==> config.mk <==
export PLATFORM = sky130hd
export DESIGN_NAME = dht11_slave_emu
export DESIGN_NICKNAME = d
export VERILOG_FILES = /design/src/rtl/dht11_slave_emu.sv
export SDC_FILE = /design/constraint.sdc
export NUM_CORES = 1
export LEC_CHECK = 0
export ABC_AREA = 1
export CORE_MARGIN = 1.5
export CORE_UTILIZATION = 40
export CTS_CLUSTER_SIZE = 40
export DETAILED_ROUTE_END_ITERATION = 8
export HOLD_SLACK_MARGIN = 0.12
export SETUP_SLACK_MARGIN = 0.1
export SKIP_LAST_GASP = 1
export SLEW_MARGIN = 20
export SYNTH_ARGS = -nofsm -noshare
export SYNTH_HDL_FRONTEND = slang
export SYNTH_SLANG_ARGS = --single-unit
==> constraint.sdc <==
create_clock -name CLK -period 2.9 [get_ports CLK]
set_input_delay 0.58 -clock CLK [delete_from_list [all_inputs] [get_ports CLK]]
set_output_delay 0.58 -clock CLK [all_outputs]
set_load 0.1 [all_outputs]
==> src/rtl/dht11_slave_emu.sv <==
// DHT11 sensor-side emulator: detects the host start pulse, acknowledges, then
// sends a 40-bit humidity/temperature/checksum frame using DHT11 bit timing on a 1 us strobe.
module dht11_slave_emu #(
  parameter int unsigned START_MIN = 18000,
  parameter int unsigned RESP_WAIT = 30,
  parameter int unsigned ACK_LW    = 80,
  parameter int unsigned ACK_HG    = 80,
  parameter int unsigned BIT_LW    = 50,
  parameter int unsigned BIT0_HG   = 26,
  parameter int unsigned BIT1_HG   = 70,
  parameter int unsigned EOT_LW    = 50
) (
  input  logic       CLK,
  input  logic       RST,
  input  logic       I_ST,
  input  logic       I_LINE,
  input  logic [7:0] I_HUM_INT,
  input  logic [7:0] I_HUM_DEC,
  input  logic [7:0] I_TMP_INT,
  input  logic [7:0] I_TMP_DEC,
  input  logic       I_ERR_INJ,
  output logic       O_DRIVE_LOW,
  output logic       O_BUSY,
  output logic       O_DONE
);

  function automatic int unsigned max2(input int unsigned a, input int unsigned b);
    return (a > b) ? a : b;
  endfunction

  localparam int unsigned MAX_T = max2(START_MIN, max2(RESP_WAIT, max2(ACK_LW, max2(ACK_HG,
                                  max2(BIT_LW, max2(BIT0_HG, max2(BIT1_HG, EOT_LW)))))));
  localparam int unsigned CW = $clog2(MAX_T + 1);

  typedef logic [CW-1:0] cnt_t;

  localparam cnt_t START_MIN_C = cnt_t'(START_MIN);
  localparam cnt_t RESP_END    = cnt_t'(RESP_WAIT - 1);
  localparam cnt_t ACK_LW_END  = cnt_t'(ACK_LW - 1);
  localparam cnt_t ACK_HG_END  = cnt_t'(ACK_HG - 1);
  localparam cnt_t BIT_LW_END  = cnt_t'(BIT_LW - 1);
  localparam cnt_t BIT0_END    = cnt_t'(BIT0_HG - 1);
  localparam cnt_t BIT1_END    = cnt_t'(BIT1_HG - 1);
  localparam cnt_t EOT_END     = cnt_t'(EOT_LW - 1);

  typedef enum logic [2:0] {
    S_IDLE, S_DET_LW, S_WAIT_REL, S_RSP_LW, S_RSP_HG, S_BIT_LW, S_BIT_HG, S_EOT
  } state_e;

  state_e      state_q, state_d;
  cnt_t        cnt_q, cnt_d;
  logic [5:0]  idx_q, idx_d;
  logic [39:0] frame_q, frame_d;
  logic        drive_q, drive_d;
  logic        busy_q, busy_d;
  logic        done_q, done_d;
  logic        line_s1_q, line_s1_d;
  logic        line_s2_q, line_s2_d;
  logic [7:0]  csum_c;
  cnt_t        hg_end_c;

  always_comb begin
    line_s1_d = I_LINE;
    line_s2_d = line_s1_q;
    csum_c    = (I_HUM_INT + I_HUM_DEC + I_TMP_INT + I_TMP_DEC) ^ {7'd0, I_ERR_INJ};
    hg_end_c  = frame_q[idx_q] ? BIT1_END : BIT0_END;

    state_d = state_q;
    cnt_d   = cnt_q;
    idx_d   = idx_q;
    frame_d = frame_q;
    drive_d = drive_q;
    busy_d  = busy_q;
    done_d  = 1'b0;

    // Each timed phase ends on the strobe where the counter reaches N-1.
    if (I_ST) begin
      unique case (state_q)
        S_IDLE: begin
          if (!line_s2_q) begin
            state_d = S_DET_LW;
            cnt_d   = cnt_t'(1);
          end
        end
        S_DET_LW: begin
          if (!line_s2_q) begin
            if (cnt_q < START_MIN_C) cnt_d = cnt_t'(cnt_q + 1'b1);
          end else if (cnt_q >= START_MIN_C) begin
            state_d = S_WAIT_REL;
            cnt_d   = '0;
            frame_d = {I_HUM_INT, I_HUM_DEC, I_TMP_INT, I_TMP_DEC, csum_c};
            busy_d  = 1'b1;
          end else begin
            state_d = S_IDLE;
            cnt_d   = '0;
          end
        end
        S_WAIT_REL: begin
          if (cnt_q == RESP_END) begin
            state_d = S_RSP_LW;
            cnt_d   = '0;
            drive_d = 1'b1;
          end else cnt_d = cnt_t'(cnt_q + 1'b1);
        end
        S_RSP_LW: begin
          if (cnt_q == ACK_LW_END) begin
            state_d = S_RSP_HG;
            cnt_d   = '0;
            drive_d = 1'b0;
          end else cnt_d = cnt_t'(cnt_q + 1'b1);
        end
        S_RSP_HG: begin
          if (cnt_q == ACK_HG_END) begin
            state_d = S_BIT_LW;
            cnt_d   = '0;
            idx_d   = 6'd39;
            drive_d = 1'b1;
          end else cnt_d = cnt_t'(cnt_q + 1'b1);
        end
        S_BIT_LW: begin
          if (cnt_q == BIT_LW_END) begin
            state_d = S_BIT_HG;
            cnt_d   = '0;
            drive_d = 1'b0;
          end else cnt_d = cnt_t'(cnt_q + 1'b1);
        end
        S_BIT_HG: begin
          if (cnt_q == hg_end_c) begin
            cnt_d   = '0;
            drive_d = 1'b1;
            if (idx_q == 6'd0) begin
              state_d = S_EOT;
            end else begin
              state_d = S_BIT_LW;
              idx_d   = idx_q - 6'd1;
            end
          end else cnt_d = cnt_t'(cnt_q + 1'b1);
        end
        S_EOT: begin
          if (cnt_q == EOT_END) begin
            state_d = S_IDLE;
            cnt_d   = '0;
            drive_d = 1'b0;
            busy_d  = 1'b0;
            done_d  = 1'b1;
          end else cnt_d = cnt_t'(cnt_q + 1'b1);
        end
        default: begin
          state_d = S_IDLE;
          cnt_d   = '0;
          drive_d = 1'b0;
          busy_d  = 1'b0;
        end
      endcase
    end
  end

  always_ff @(posedge CLK or posedge RST) begin
    if (RST) begin
      state_q   <= S_IDLE;
      cnt_q     <= '0;
      idx_q     <= '0;
      frame_q   <= '0;
      drive_q   <= 1'b0;
      busy_q    <= 1'b0;
      done_q    <= 1'b0;
      line_s1_q <= 1'b1;
      line_s2_q <= 1'b1;
    end else begin
      state_q   <= state_d;
      cnt_q     <= cnt_d;
      idx_q     <= idx_d;
      frame_q   <= frame_d;
      drive_q   <= drive_d;
      busy_q    <= busy_d;
      done_q    <= done_d;
      line_s1_q <= line_s1_d;
      line_s2_q <= line_s2_d;
    end
  end

  assign O_DRIVE_LOW = drive_q;
  assign O_BUSY      = busy_q;
  assign O_DONE      = done_q;

endmodule
# Yosys cells after proc, flatten, opt, wreduce, memory -nomap -nowiden
# Index checks and enable logic that the tools add are counted.
# classes
bitwise	1
magnitude_cmp	3
n_eq_ne	23
n_reduce_logical	13
addsub	5
muxes	38
# ops
operator	n
$mux W15	7
$pmux W15 S6	1
$add A8 B8 Y8	3
$mux W3	8
$pmux W3 S8	1
$ne A2 B2 Y1 const B	10
$mux W6	3
$add A15 B1 Y15 const B	1
$eq A15 B5 Y1 const B	1
$eq A15 B6 Y1 const B	1
$eq A15 B7 Y1	1
$eq A15 B7 Y1 const B	1
$ge A15 B15 Y1 const B	1
$lt A15 B15 Y1 const B	1
$eq A3 B3 Y1 const B	4
$pmux W6 S2	1
$mux W1	11
$reduce_and A5 Y1	2
$reduce_and A9 Y1	1
$xor A8 B1 Y8	1
$lt A6 B7 Y1 const B	1
$mux W7	1
$reduce_and A7 Y1	1
$bmux W1 S6	1
15 further kinds	19
# word_totals
register_bits	69
elab_cells	92
inputBits	37

# Longest topological paths before layout
# logic_depth
depth_word	6
depth_mapped	20

# Least setup slack after synthesis
# Ideal clock, no wire load.
# synth_path
path_type	in2reg
startpoint	in I_HUM_INT[1]
endpoint	reg frame_q[7]
setup_slack_ns	-0.049
arrival_ns	2.820
required_ns	2.770
stages	12
path_cell_list	fa_1 -> fa_1 -> ha_1 -> inv_1 -> fa_1 -> o21ai_0 -> nand2_1 -> nand2_1 -> a21oi_1 -> xor2_1 -> nand2_1 -> o21ai_0
# synth_between
elab_chain_cells	4
# synth_lines
element	line	source
from (decl)	17	input logic [7:0] I_HUM_INT,
$add A8 B8 Y8 (3 in a row)	65	csum_c = (I_HUM_INT + I_HUM_DEC + I_TMP_INT + I_TMP_DEC) ^ {7'd0, I_ERR_INJ};
$xor A8 B1 Y8	65	
to (signal assigned)	173	frame_q <= frame_d;
to (decl)	53	logic [39:0] frame_q, frame_d;
# No other way between the ends.
# A chain may end at the register's enable or synchronous reset.

# Worst setup path after layout
# layout_path
startpoint	in I_HUM_INT[3]
endpoint	reg frame_q[6]
# The elaborated chain is that of the path after synthesis.

==> results.txt <==
* Post-DP HPWL: 7300 µm
* Clock-pin transition on the worst setup and hold timing paths: roughly 80 ps
- Hold is met by ~360 ps.
* Fraction of layout instances using a drive strength above 1: 0.148
* Hold depth: 0
- Number of design rule violations left after detail routing: 0
- For this run, the detailed router's first-pass iteration total came to 4.
- Kind of critical path: in2reg
* Clock tree from TritonCTS: yes
- Clock Latency Late Sink: 370 ps
* Vias in the first global route: around 3800
* Unrepaired setup endpoints after global routing: yes
- For the pin with the worst max-slew slack, the measured transition is 614 ps.
* Power density over cell area: ~480 nW/µm²
- After detailed routing, the number of vias per cell comes to 4.92.
- For this run the aggregate overflow at the end of global routing stands at 0.
- In this run the vertical extent of the chip is 108 µm.
- The final layout contains 684 nets.
- Number of max-cap violations: 0
* Outcome: finished clean
- Post-synthesis async set-or-reset flop share: 1.00
- WP data arrival: 2930 ps
* Nature of the critical path startpoint: input pin
- Count of synthesis-stage warnings from yosys: 0
- Critical Path RT: roughly 3200 ps
* Post-route minimum period: roughly 2700 ps
- The routed layout has between 3000 and 4000 vias.
- Avg Cell Area, Syn: a little under 8 µm²
- Place WS: -541 ps
- The die covers 11800 µm².
- Global-route wire length before repair: 17700 µm
* Remaining max-slew budget at the tightest pin: 0.590
* Fin Clk Skew: 13.0 ps
* Number of failing hold endpoints at the final stage: 0
- The worst-case IR drop observed on VDD is approximately 0.32 mV.
- After filler insertion, the fill cell instance count of the layout stands at between 1000 and 1500.
- The number of different library cells used by synthesis comes to 38.
- The cell area that synthesis handed to floorplanning was 4450 µm².
- The core region is 10800 µm².
- Sequential fraction of the synthesis area: 0.389
* Antenna fix cells: 0
- Yosys mapped a number of flops with a built-in enable equal to 0.
- After synthesis the netlist holds a flip-flop and latch count of 69.
* Antenna violations before repair: 0
- The worst register-to-register path has a depth of 16.
- Max Fclk: approximately 370 MHz
- STA classifies the critical path endpoint as a flop.
- Pin count of the biggest net entering global routing: 73
* Starting density of the core: 0.410
- Worst Slack Setup Final: 215 ps
* Post-synth top cells: sky130_fd_sc_hd__nand2_1, sky130_fd_sc_hd__inv_1, sky130_fd_sc_hd__dfrtp_1
* Number of pins exceeding their max-slew limit in the final report: 0
* Final setup vio count: 0
- The final layout contains routed wiring with a total length of 10200 µm.
- The root buffer cell chosen for the clock tree is sky130_fd_sc_hd__clkbuf_8.
- Antenna violation net count after detailed routing: 0
- Crit Path Max Fanout: 4
* Net count after synthesis: 633
* Top area cells in the synthesized netlist: sky130_fd_sc_hd__dfrtp_1, sky130_fd_sc_hd__nand2_1, sky130_fd_sc_hd__fa_1
* Synthesis-to-finish area growth: 18.7%
* Most instantiated flip-flop cell in the synthesis netlist: sky130_fd_sc_hd__dfrtp_1
- Final cycle utilization of the critical path: 0.926
- Number of primary I/O pins: 40
- Across every metal layer, demand over resource in global routing totals 0.196.
* Mapped Cells: 571
- Most frequent cell after synthesis: sky130_fd_sc_hd__nand2_1
- Hold Path Class: reg2reg
- During placement, the flow inserted port buffers numbering 39.
- Total clock buffers created by CTS: 9
- Area fraction of the dominant cell type after synthesis: 0.377
* Largest buffer count on any clock path: 2
- The die is 108 µm wide.
* Row Count: 38
* Flop2flop setup slack: 640 ps
- In this run the static leakage power is 2.49 nW.
- Final GP Congestion: 0.866
- For this block, the initial DRC count from the detailed router was ~200.
- # clock sinks: 69
- H-Tree Depth: 3
* Post-synth top area cell: sky130_fd_sc_hd__dfrtp_1
* Post-detailed-route wirelength per cell: 13.3 µm
through the flow:
step	std cells	utilization	power, W	setup TNS [ps]	cell area (µm²)
after global placement	750	0.467	0.00171	-1870	5060
after floorplan	571	-	0.00150	0	4450
after global routing	767	0.487	0.00270	0	5280
final	767	0.487	0.00254	0	5280
after CTS	767	0.487	0.00255	0	5280
after detailed placement	750	0.467	0.00172	-1990	5060
what timing repair did:
action,4_1_cts,5_1_grt
resized for setup,20,26
pin swaps,15,14
setup endpoints to repair,3,2
buffers inserted,1,0
hold buffers,0,0
cells in the final DEF, fill, tap and decap left out, types with 6 or more instances in the layout:
cell / synthesis / final
sky130_fd_sc_hd__inv_2: 9 / 12
sky130_fd_sc_hd__o21ai_0: 26 / 23
sky130_fd_sc_hd__clkbuf_8: 0 / 10
sky130_fd_sc_hd__a21oi_1: 12 / 10
sky130_fd_sc_hd__nand2_1: 169 / 169
sky130_fd_sc_hd__xnor2_1: 6 / 6
sky130_fd_sc_hd__buf_4: 0 / 20
sky130_fd_sc_hd__inv_1: 72 / 69
sky130_fd_sc_hd__nand4_1: 13 / 13
sky130_fd_sc_hd__o21ai_2: 10 / 11
sky130_fd_sc_hd__nand3_1: 41 / 41
sky130_fd_sc_hd__ha_1: 11 / 8
sky130_fd_sc_hd__nor3_1: 9 / 9
sky130_fd_sc_hd__clkdlybuf4s50_1: 0 / 20
sky130_fd_sc_hd__nor2_1: 29 / 29
sky130_fd_sc_hd__dfrtp_1: 67 / 67
sky130_fd_sc_hd__fa_1: 14 / 12
sky130_fd_sc_hd__xor2_1: 14 / 14
sky130_fd_sc_hd__o21ai_1: 21 / 23
per-layer routing:
metal,wire length [µm],global-route usage,vias up
met4,285,0.0930,0
met2,4660,0.305,79
li1,-,-,1912
met1,4860,0.262,1760
met5,0,0,-
met3,377,0.0404,20
worst paths after layout:
kind,to,start
setup reg to reg,cnt_q[13],idx_q[1]
hold / removal,line_s2_q,line_s1_q
setup / recovery,frame_q[6],I_HUM_INT[3]
min in group asynchronous,frame_q[31],RST
hold reg to reg,line_s2_q,line_s1_q
max in group asynchronous,line_s2_q,RST
logic make-up after synthesis:
kind of cell,count (synthesis),share of synthesized area
AND/OR/NAND/NOR,280,0.280
buffers and inverters,101,0.0996
flip-flops,69,0.389
adder cells (fa/ha/maj),25,0.0940
XOR/XNOR,20,0.0394
AO/OA/AOI/OAI,76,0.0985
power breakdown:
part | total (W) | leakage [nW] | switching, W | internal [W]
combinational | 0.000667 | 1.56 | 0.000356 | 0.000311
sequential | 0.00108 | 0.833 | 0.0000427 | 0.00104
clock | 0.000793 | 0.103 | 0.000378 | 0.000415
total | 0.00254 | 2.49 | 0.000777 | 0.00176
critical path: stages:
cell and delay (ps):
sky130_fd_sc_hd__dlygate4sd2_1 260, sky130_fd_sc_hd__fa_1 550, sky130_fd_sc_hd__fa_1 450, sky130_fd_sc_hd__ha_4 240, sky130_fd_sc_hd__a21oi_1 140, sky130_fd_sc_hd__and2_1 160, sky130_fd_sc_hd__inv_1 40, sky130_fd_sc_hd__a21oi_1 120
sky130_fd_sc_hd__o21ai_1 80, sky130_fd_sc_hd__xor2_1 160, sky130_fd_sc_hd__nand2_1 70, sky130_fd_sc_hd__o21ai_0 70
registers in the layout, summed over array words and instances (netlist names):
| signal | flops |
|---|---|
| line_s2_q | 1 |
| line_s1_q | 1 |
| O_DRIVE_LOW | 1 |
| state_q | 3 |
| O_BUSY | 1 |
| cnt_q | 15 |
| frame_q | 40 |
| idx_q | 6 |
| O_DONE | 1 |
final cells by class:
cell class | instances | area, µm² | share of cell area
tap | 140 | 175 | 0.0332
clock inverter | 5 | 50.0 | 0.00948
inverter | 82 | 313 | 0.0593
multi-input combinational | 401 | 2320 | 0.439
sequential | 69 | 1730 | 0.328
timing repair buffer | 59 | 552 | 0.105
clock buffer | 11 | 141 | 0.0268
Power figures use the tool's default switching activity.
